--- config.mk ---
export PLATFORM = sky130hd
export DESIGN_NAME = axi_error_slave_flat
export DESIGN_NICKNAME = d
export VERILOG_FILES = /design/src/rtl/axi_error_slave_if.sv /design/src/rtl/axi_error_slave.sv /design/src/flat_wrapper.sv
export SDC_FILE = /design/constraint.sdc
export NUM_CORES = 1
export LEC_CHECK = 0
export ABC_AREA = 1
export BUFFER_PORTS_ARGS = -buffer_cell sky130_fd_sc_hd__buf_4
export CAP_MARGIN = 20
export CORE_MARGIN = 4
export CORE_UTILIZATION = 25
export CTS_BUF_LIST = sky130_fd_sc_hd__clkbuf_2 sky130_fd_sc_hd__clkbuf_4 sky130_fd_sc_hd__clkbuf_8
export DETAILED_ROUTE_END_ITERATION = 12
export PLACE_DENSITY = 0.74
export SLEW_MARGIN = 30
export SYNTH_ARGS = -nofsm -noshare
export SYNTH_HDL_FRONTEND = slang
export SYNTH_SLANG_ARGS = --single-unit
export TNS_END_PERCENT = 100
--- constraint.sdc ---
create_clock -name clk_i -period 4 [get_ports clk_i]
set_clock_uncertainty 0.2 [all_clocks]
set_input_delay 0.2 -clock clk_i [delete_from_list [all_inputs] [get_ports clk_i]]
set_output_delay 0.2 -clock clk_i [all_outputs]
set_load 0.01 [all_outputs]
--- src/rtl/axi_error_slave_if.sv ---
// rtl/axi_error_slave_if.sv - AXI4 bus bundle with slave-side (in) and master-side (out) views
interface AXI_BUS #(
    parameter int unsigned AXI_ADDR_WIDTH = 32,
    parameter int unsigned AXI_DATA_WIDTH = 32,
    parameter int unsigned AXI_ID_WIDTH   = 12,
    parameter int unsigned AXI_USER_WIDTH = 0
);
    // A zero-width user field still needs one physical bit to be declarable.
    localparam int unsigned USER_W = (AXI_USER_WIDTH > 0) ? AXI_USER_WIDTH : 1;
    localparam int unsigned STRB_W = AXI_DATA_WIDTH / 8;

    logic [AXI_ID_WIDTH-1:0]   aw_id;
    logic [AXI_ADDR_WIDTH-1:0] aw_addr;
    logic [7:0]                aw_len;
    logic [2:0]                aw_size;
    logic [1:0]                aw_burst;
    logic                      aw_lock;
    logic [3:0]                aw_cache;
    logic [2:0]                aw_prot;
    logic [3:0]                aw_qos;
    logic [3:0]                aw_region;
    logic [USER_W-1:0]         aw_user;
    logic                      aw_valid;
    logic                      aw_ready;

    logic [AXI_DATA_WIDTH-1:0] w_data;
    logic [STRB_W-1:0]         w_strb;
    logic                      w_last;
    logic [USER_W-1:0]         w_user;
    logic                      w_valid;
    logic                      w_ready;

    logic [AXI_ID_WIDTH-1:0]   b_id;
    logic [1:0]                b_resp;
    logic [USER_W-1:0]         b_user;
    logic                      b_valid;
    logic                      b_ready;

    logic [AXI_ID_WIDTH-1:0]   ar_id;
    logic [AXI_ADDR_WIDTH-1:0] ar_addr;
    logic [7:0]                ar_len;
    logic [2:0]                ar_size;
    logic [1:0]                ar_burst;
    logic                      ar_lock;
    logic [3:0]                ar_cache;
    logic [2:0]                ar_prot;
    logic [3:0]                ar_qos;
    logic [3:0]                ar_region;
    logic [USER_W-1:0]         ar_user;
    logic                      ar_valid;
    logic                      ar_ready;

    logic [AXI_ID_WIDTH-1:0]   r_id;
    logic [AXI_DATA_WIDTH-1:0] r_data;
    logic [1:0]                r_resp;
    logic                      r_last;
    logic [USER_W-1:0]         r_user;
    logic                      r_valid;
    logic                      r_ready;

    modport in (
        input  aw_id, aw_addr, aw_len, aw_size, aw_burst, aw_lock, aw_cache, aw_prot,
               aw_qos, aw_region, aw_user, aw_valid,
        output aw_ready,
        input  w_data, w_strb, w_last, w_user, w_valid,
        output w_ready,
        output b_id, b_resp, b_user, b_valid,
        input  b_ready,
        input  ar_id, ar_addr, ar_len, ar_size, ar_burst, ar_lock, ar_cache, ar_prot,
               ar_qos, ar_region, ar_user, ar_valid,
        output ar_ready,
        output r_id, r_data, r_resp, r_last, r_user, r_valid,
        input  r_ready
    );

    modport out (
        output aw_id, aw_addr, aw_len, aw_size, aw_burst, aw_lock, aw_cache, aw_prot,
               aw_qos, aw_region, aw_user, aw_valid,
        input  aw_ready,
        output w_data, w_strb, w_last, w_user, w_valid,
        input  w_ready,
        input  b_id, b_resp, b_user, b_valid,
        output b_ready,
        output ar_id, ar_addr, ar_len, ar_size, ar_burst, ar_lock, ar_cache, ar_prot,
               ar_qos, ar_region, ar_user, ar_valid,
        input  ar_ready,
        input  r_id, r_data, r_resp, r_last, r_user, r_valid,
        output r_ready
    );
endinterface

--- src/rtl/axi_error_slave.sv ---
// rtl/axi_error_slave.sv - AXI slave that answers every burst with an error response
module axi_error_slave #(
    parameter int unsigned AXI_ADDR_WIDTH = 32,
    parameter int unsigned AXI_DATA_WIDTH = 32,
    parameter int unsigned AXI_ID_WIDTH   = 12,
    parameter int unsigned AXI_USER_WIDTH = 0,
    parameter logic [1:0]  RESP           = 2'b11,
    parameter logic [63:0] RDATA          = 64'hBADC_AB1E_DEAD_BEEF
) (
    input logic clk_i,
    input logic rst_i,
    AXI_BUS.in  slv
);
    localparam int unsigned USER_W = (AXI_USER_WIDTH > 0) ? AXI_USER_WIDTH : 1;
    // Size cast truncates for narrow buses and zero-extends for wide ones.
    localparam logic [AXI_DATA_WIDTH-1:0] RDATA_BUS = AXI_DATA_WIDTH'(RDATA);

    typedef enum logic [1:0] {W_IDLE, W_DATA, W_RESP} w_state_t;
    typedef enum logic       {R_IDLE, R_DATA}         r_state_t;

    w_state_t w_state_q, w_state_d;
    r_state_t r_state_q, r_state_d;

    logic [AXI_ID_WIDTH-1:0] w_id_q;
    logic [USER_W-1:0]       w_user_q;
    logic [AXI_ID_WIDTH-1:0] r_id_q;
    logic [USER_W-1:0]       r_user_q;
    logic [7:0]              r_len_q;
    logic [7:0]              r_cnt_q;

    logic aw_ready, w_ready, b_valid;
    logic ar_ready, r_valid, r_last;

    // Write state register plus the AW fields echoed back on B.
    always_ff @(posedge clk_i) begin
        if (rst_i) begin
            w_state_q <= W_IDLE;
            w_id_q    <= '0;
            w_user_q  <= '0;
        end else begin
            w_state_q <= w_state_d;
            if (w_state_q == W_IDLE && slv.aw_valid) begin
                w_id_q   <= slv.aw_id;
                w_user_q <= slv.aw_user;
            end
        end
    end

    // Write next-state and handshake decode: accept AW, sink W until last, then one B.
    always_comb begin
        w_state_d = w_state_q;
        aw_ready  = 1'b0;
        w_ready   = 1'b0;
        b_valid   = 1'b0;
        case (w_state_q)
            W_IDLE: begin
                aw_ready = 1'b1;
                if (slv.aw_valid) w_state_d = W_DATA;
            end
            W_DATA: begin
                w_ready = 1'b1;
                if (slv.w_valid && slv.w_last) w_state_d = W_RESP;
            end
            W_RESP: begin
                b_valid = 1'b1;
                if (slv.b_ready) w_state_d = W_IDLE;
            end
            default: w_state_d = W_IDLE;
        endcase
    end

    // Read state register, AR fields and the full-width beat counter.
    always_ff @(posedge clk_i) begin
        if (rst_i) begin
            r_state_q <= R_IDLE;
            r_id_q    <= '0;
            r_user_q  <= '0;
            r_len_q   <= '0;
            r_cnt_q   <= '0;
        end else begin
            r_state_q <= r_state_d;
            if (r_state_q == R_IDLE && slv.ar_valid) begin
                r_id_q   <= slv.ar_id;
                r_user_q <= slv.ar_user;
                r_len_q  <= slv.ar_len;
                r_cnt_q  <= '0;
            end else if (r_state_q == R_DATA && slv.r_ready && !r_last) begin
                r_cnt_q <= r_cnt_q + 8'd1;
            end
        end
    end

    // Read next-state and handshake decode: len+1 beats, last flagged on the final one.
    always_comb begin
        r_state_d = r_state_q;
        ar_ready  = 1'b0;
        r_valid   = 1'b0;
        r_last    = 1'b0;
        case (r_state_q)
            R_IDLE: begin
                ar_ready = 1'b1;
                if (slv.ar_valid) r_state_d = R_DATA;
            end
            R_DATA: begin
                r_valid = 1'b1;
                r_last  = (r_cnt_q == r_len_q);
                if (slv.r_ready && r_last) r_state_d = R_IDLE;
            end
            default: r_state_d = R_IDLE;
        endcase
    end

    assign slv.aw_ready = aw_ready;
    assign slv.w_ready  = w_ready;
    assign slv.b_valid  = b_valid;
    assign slv.b_id     = w_id_q;
    assign slv.b_resp   = RESP;
    assign slv.b_user   = w_user_q;

    assign slv.ar_ready = ar_ready;
    assign slv.r_valid  = r_valid;
    assign slv.r_last   = r_last;
    assign slv.r_id     = r_id_q;
    assign slv.r_resp   = RESP;
    assign slv.r_data   = RDATA_BUS;
    assign slv.r_user   = r_user_q;
endmodule

--- src/flat_wrapper.sv ---
// flat-port wrapper written by rule: the top's interface ports become plain ports
module axi_error_slave_flat 
#(
    parameter int unsigned AXI_ADDR_WIDTH = 32,
    parameter int unsigned AXI_DATA_WIDTH = 32,
    parameter int unsigned AXI_ID_WIDTH   = 12,
    parameter int unsigned AXI_USER_WIDTH = 0,
    parameter logic [1:0]  RESP           = 2'b11,
    parameter logic [63:0] RDATA          = 64'hBADC_AB1E_DEAD_BEEF
)
  (clk_i, rst_i, slv_aw_id, slv_aw_addr, slv_aw_len, slv_aw_size, slv_aw_burst, slv_aw_lock, slv_aw_cache, slv_aw_prot, slv_aw_qos, slv_aw_region, slv_aw_user, slv_aw_valid, slv_aw_ready, slv_w_data, slv_w_strb, slv_w_last, slv_w_user, slv_w_valid, slv_w_ready, slv_b_id, slv_b_resp, slv_b_user, slv_b_valid, slv_b_ready, slv_ar_id, slv_ar_addr, slv_ar_len, slv_ar_size, slv_ar_burst, slv_ar_lock, slv_ar_cache, slv_ar_prot, slv_ar_qos, slv_ar_region, slv_ar_user, slv_ar_valid, slv_ar_ready, slv_r_id, slv_r_data, slv_r_resp, slv_r_last, slv_r_user, slv_r_valid, slv_r_ready);
  AXI_BUS #(.AXI_ADDR_WIDTH(AXI_ADDR_WIDTH), .AXI_DATA_WIDTH(AXI_DATA_WIDTH), .AXI_ID_WIDTH(AXI_ID_WIDTH), .AXI_USER_WIDTH(AXI_USER_WIDTH)) slv_i ();
  input logic clk_i;
  input logic rst_i;
  input wire logic [$bits(slv_i.aw_id)-1:0] slv_aw_id;
  input wire logic [$bits(slv_i.aw_addr)-1:0] slv_aw_addr;
  input wire logic [$bits(slv_i.aw_len)-1:0] slv_aw_len;
  input wire logic [$bits(slv_i.aw_size)-1:0] slv_aw_size;
  input wire logic [$bits(slv_i.aw_burst)-1:0] slv_aw_burst;
  input wire logic [$bits(slv_i.aw_lock)-1:0] slv_aw_lock;
  input wire logic [$bits(slv_i.aw_cache)-1:0] slv_aw_cache;
  input wire logic [$bits(slv_i.aw_prot)-1:0] slv_aw_prot;
  input wire logic [$bits(slv_i.aw_qos)-1:0] slv_aw_qos;
  input wire logic [$bits(slv_i.aw_region)-1:0] slv_aw_region;
  input wire logic [$bits(slv_i.aw_user)-1:0] slv_aw_user;
  input wire logic [$bits(slv_i.aw_valid)-1:0] slv_aw_valid;
  output wire logic [$bits(slv_i.aw_ready)-1:0] slv_aw_ready;
  input wire logic [$bits(slv_i.w_data)-1:0] slv_w_data;
  input wire logic [$bits(slv_i.w_strb)-1:0] slv_w_strb;
  input wire logic [$bits(slv_i.w_last)-1:0] slv_w_last;
  input wire logic [$bits(slv_i.w_user)-1:0] slv_w_user;
  input wire logic [$bits(slv_i.w_valid)-1:0] slv_w_valid;
  output wire logic [$bits(slv_i.w_ready)-1:0] slv_w_ready;
  output wire logic [$bits(slv_i.b_id)-1:0] slv_b_id;
  output wire logic [$bits(slv_i.b_resp)-1:0] slv_b_resp;
  output wire logic [$bits(slv_i.b_user)-1:0] slv_b_user;
  output wire logic [$bits(slv_i.b_valid)-1:0] slv_b_valid;
  input wire logic [$bits(slv_i.b_ready)-1:0] slv_b_ready;
  input wire logic [$bits(slv_i.ar_id)-1:0] slv_ar_id;
  input wire logic [$bits(slv_i.ar_addr)-1:0] slv_ar_addr;
  input wire logic [$bits(slv_i.ar_len)-1:0] slv_ar_len;
  input wire logic [$bits(slv_i.ar_size)-1:0] slv_ar_size;
  input wire logic [$bits(slv_i.ar_burst)-1:0] slv_ar_burst;
  input wire logic [$bits(slv_i.ar_lock)-1:0] slv_ar_lock;
  input wire logic [$bits(slv_i.ar_cache)-1:0] slv_ar_cache;
  input wire logic [$bits(slv_i.ar_prot)-1:0] slv_ar_prot;
  input wire logic [$bits(slv_i.ar_qos)-1:0] slv_ar_qos;
  input wire logic [$bits(slv_i.ar_region)-1:0] slv_ar_region;
  input wire logic [$bits(slv_i.ar_user)-1:0] slv_ar_user;
  input wire logic [$bits(slv_i.ar_valid)-1:0] slv_ar_valid;
  output wire logic [$bits(slv_i.ar_ready)-1:0] slv_ar_ready;
  output wire logic [$bits(slv_i.r_id)-1:0] slv_r_id;
  output wire logic [$bits(slv_i.r_data)-1:0] slv_r_data;
  output wire logic [$bits(slv_i.r_resp)-1:0] slv_r_resp;
  output wire logic [$bits(slv_i.r_last)-1:0] slv_r_last;
  output wire logic [$bits(slv_i.r_user)-1:0] slv_r_user;
  output wire logic [$bits(slv_i.r_valid)-1:0] slv_r_valid;
  input wire logic [$bits(slv_i.r_ready)-1:0] slv_r_ready;
  assign slv_i.aw_id = slv_aw_id;
  assign slv_i.aw_addr = slv_aw_addr;
  assign slv_i.aw_len = slv_aw_len;
  assign slv_i.aw_size = slv_aw_size;
  assign slv_i.aw_burst = slv_aw_burst;
  assign slv_i.aw_lock = slv_aw_lock;
  assign slv_i.aw_cache = slv_aw_cache;
  assign slv_i.aw_prot = slv_aw_prot;
  assign slv_i.aw_qos = slv_aw_qos;
  assign slv_i.aw_region = slv_aw_region;
  assign slv_i.aw_user = slv_aw_user;
  assign slv_i.aw_valid = slv_aw_valid;
  assign slv_aw_ready = slv_i.aw_ready;
  assign slv_i.w_data = slv_w_data;
  assign slv_i.w_strb = slv_w_strb;
  assign slv_i.w_last = slv_w_last;
  assign slv_i.w_user = slv_w_user;
  assign slv_i.w_valid = slv_w_valid;
  assign slv_w_ready = slv_i.w_ready;
  assign slv_b_id = slv_i.b_id;
  assign slv_b_resp = slv_i.b_resp;
  assign slv_b_user = slv_i.b_user;
  assign slv_b_valid = slv_i.b_valid;
  assign slv_i.b_ready = slv_b_ready;
  assign slv_i.ar_id = slv_ar_id;
  assign slv_i.ar_addr = slv_ar_addr;
  assign slv_i.ar_len = slv_ar_len;
  assign slv_i.ar_size = slv_ar_size;
  assign slv_i.ar_burst = slv_ar_burst;
  assign slv_i.ar_lock = slv_ar_lock;
  assign slv_i.ar_cache = slv_ar_cache;
  assign slv_i.ar_prot = slv_ar_prot;
  assign slv_i.ar_qos = slv_ar_qos;
  assign slv_i.ar_region = slv_ar_region;
  assign slv_i.ar_user = slv_ar_user;
  assign slv_i.ar_valid = slv_ar_valid;
  assign slv_ar_ready = slv_i.ar_ready;
  assign slv_r_id = slv_i.r_id;
  assign slv_r_data = slv_i.r_data;
  assign slv_r_resp = slv_i.r_resp;
  assign slv_r_last = slv_i.r_last;
  assign slv_r_user = slv_i.r_user;
  assign slv_r_valid = slv_i.r_valid;
  assign slv_i.r_ready = slv_r_ready;
  axi_error_slave #(.AXI_ADDR_WIDTH(AXI_ADDR_WIDTH), .AXI_DATA_WIDTH(AXI_DATA_WIDTH), .AXI_ID_WIDTH(AXI_ID_WIDTH), .AXI_USER_WIDTH(AXI_USER_WIDTH), .RESP(RESP), .RDATA(RDATA)) u_core (.clk_i(clk_i), .rst_i(rst_i), .slv(slv_i));
endmodule
==> summary.txt <==
Critical path
  • Critical path class: reg2out
  • Critical path required time: 3.60 ns
  • Most frequent CP cell: nor2_1
  • Slowest CP cell: dfxtp_1
  • CP max FO: 11
  • WP data arrival: 1.63 ns
  • CP Capture Type: output port
  • Delay of the slowest cell on the worst path: 0.47 ns
  • Worst setup SP type: register
  • Cell Chain, Critical Path: xnor2_1 > nand2_1 > nor2_1 > nand2_2 > nor2_1 > buf_4

Floorplan
  • Die area: 10300 um^2
  • Ports: 261
  • # rows: 33
  • Die Y: 101 um
  • Core box area: 8340 um^2
  • Die W: 101 um
  • Starting density of the core: 0.261

Yosys
  • Syn Inst Count: 290
  • Synth Register Bits: 45
  • Synth area leader: dfxtp_1
  • Synth cell types: 25
  • Post-synth EDFFs: 0
  • Yosys Warn Count: 0
  • Synthesized area: 2170 um^2
  • Synth Flop Type: dfxtp_1
  • Share of flip-flops with an asynchronous set or reset: 0
  • Top post-synthesis cells by area: dfxtp_1, buf_4, nor2_1
  • Top-area cell type share of the netlist area: 0.414
  • Avg Inst Size Synth: 7.50 um^2
  • Register area share after synthesis: 0.414

Placement
  • Dpl ws: 2.31 ns
  • Hpwl dp: 4070 um
  • GPL Wtd Cong: 0.824
  • Placed Cells: 456
  • Placed Area: 2660 um^2
  • Buffers on Ports: 73

CTS
  • Clock root buffer: clkbuf_8
  • CTS tree: built
  • Clock sink count: 45
  • CTS Buffer Depth: 2
  • Reg clk slew, reported paths: 0.10 ns
  • Post-CTS setup buffer count: 0
  • # resized after CTS: 0
  • Max H-tree Level: 2
  • Cts bufs inserted: 5
  • Worst-Skew Late Latency: 0.30 ns

Power and ir drop
  • Cell area power density: 336 nW/um^2
  • VDD IR-drop max: 0.161 mV
  • Static Leak: 1.45 nW

STA
  • Relative slew slack: 0.661
  • Final setup violation count: 0
  • Post-layout min period: 2.03 ns
  • Final Cycle Share: 0.508
  • Max Transition Viols Final: 0
  • Final hold violation count: 0
  • Slew at the pin with the worst max-slew slack: 0.508 ns
  • Setup_tns: 0 ns
  • Setup ws final: 1.97 ns
  • Max Freq: 492 MHz
  • RSZ-0062 raised after global routing: false

Hold path
  • Hold Path Class: in2reg

Drt
  • Final antenna-violating net count: 0
  • WL final: 6050 um
  • Residual DRC: 0
  • Avg WL per Cell: 12.1 um
  • First drt pass iteration count: 4
  • 1st-iter DRT viols: 74
  • Avg Vias per Cell: 4.24
  • DR vias: 2123

GRT
  • First-pass GRT wire length: 9540 um
  • Tot GR Track Use: 0.117
  • Gr ovfl total: 0
  • Vias in the first global route: 2071
  • Largest net degree at the start of global routing: 36
  • Initial antenna violation count: 0

Run
  • Max Cap Viol: 0

Layout
  • Layout Cells excl Fill: 501
  • Proportion of layout cells with a drive suffix above 1: 0.256
  • Area grow syn2layout: 43.1%
  • Final std cell area, no fill: 3110 um^2
  • Fillers: 849
  • Fin nets: 588

Outcome
  • Status: finished, final reports clean
cells in the final DEF (no fill, tap or decap), types with 2 or more instances in the layout:
master	count
o21ai_1	28
buf_4	74
o21ai_0	7
nand3_1	3
xor2_1	4
nand2_2	2
dlygate4sd3_1	36
a21oi_1	12
xnor2_1	6
clkbuf_8	5
conb_1	36
dfxtp_1	45
nand2_1	29
inv_1	14
nand3_2	8
nor2_1	70
inv_2	5
nor2_2	2
repair_timing:
action | 4_1_cts | 5_1_grt
endpoints found under the hold margin | 36 | 0
hold buffers | 36 | 0
endpoints found under the setup margin | 0 | 0
cell usage after synthesis (4+ instances only):
library cell / instances
o21ai_1: 28
nor2_1: 70
xnor2_1: 6
xor2_1: 4
inv_1: 14
clkbuf_1: 6
o21ai_0: 7
inv_2: 5
dfxtp_1: 45
nand2_1: 29
nand3_2: 8
a21oi_1: 12
buf_4: 36
flip-flops by register name (all words and copies together) (netlist names):
signal and count:
u_core.slv.r_id 12, u_core.slv.b_id 12, u_core.slv.b_user 1, u_core.r_cnt_q 8
u_core.r_len_q 8, u_core.w_state_q 2, u_core.r_state_q 1, u_core.slv.r_user 1
cells by family (layout without fill, tap and decap cells):
| family | after synthesis | in the layout | share of synthesized area |
|---|---|---|---|
| AO/OA/AOI/OAI | 50 | 50 | 0.119 |
| XOR/XNOR | 10 | 10 | 0.0403 |
| adder cells (fa/ha/maj) | 1 | 1 | 0.00575 |
| buffers and inverters | 67 | 138 | 0.188 |
| flip-flops | 45 | 45 | 0.414 |
| other | 2 | 37 | 0.00345 |
| AND/OR/NAND/NOR | 115 | 115 | 0.230 |
worst paths after layout:
path,startpoint,end,slack (ns),depth (start not counted)
worst max register to register,u_core.w_state_q[0],u_core.w_state_q[1],2.01,6
worst max-delay path,u_core.r_cnt_q[2],slv_r_last,1.97,6
worst min-delay path,slv_ar_valid,u_core.r_state_q,0.06,5
worst min register to register,u_core.r_len_q[1],u_core.r_len_q[1],0.28,2
stage by stage:
step	util	hold slack, ns	power [mW]
floorplan	-	0.0785	0.656
global placement	0.319	0.212	0.724
CTS	0.373	0.0504	1.06
global route	0.373	0.0807	1.10
detailed placement	0.319	0.222	0.728
finish	0.373	0.0604	1.04
routing by layer:
metal / routed length [um] / global-route usage / vias up
met5: 0 / 0 / -
met4: 182 / 0.0511 / 0
li1: - / - / 1043
met3: 673 / 0.0468 / 14
met2: 2790 / 0.195 / 116
met1: 2410 / 0.131 / 950
report_power, final:
part / internal [mW] / switching, mW
logic: 0.116 / 0.131
registers: 0.482 / 0.0197
clock network: 0.124 / 0.171
total: 0.723 / 0.322
final cells by class:
| type | count | area, um^2 | area share |
|---|---|---|---|
| diodes | 1 | 2.50 | 0.000804 |
| clock buffers | 5 | 68.8 | 0.0221 |
| clock inverters | 3 | 21.3 | 0.00684 |
| inverters | 20 | 77.6 | 0.0249 |
| multi-input cells | 212 | 993 | 0.319 |
| flip-flops and latches | 45 | 901 | 0.290 |
| well taps | 105 | 131 | 0.0422 |
| repair buffers | 110 | 916 | 0.294 |
worst max-delay path: cells and delay by family (launching register included):
kind / cells / cell delay (ns)
XOR/XNOR: 1 / 0.16
buffers and inverters: 1 / 0.14
flip-flops: 1 / 0.47
AND/OR/NAND/NOR: 4 / 0.56
(Power assumes the default switching activity.)
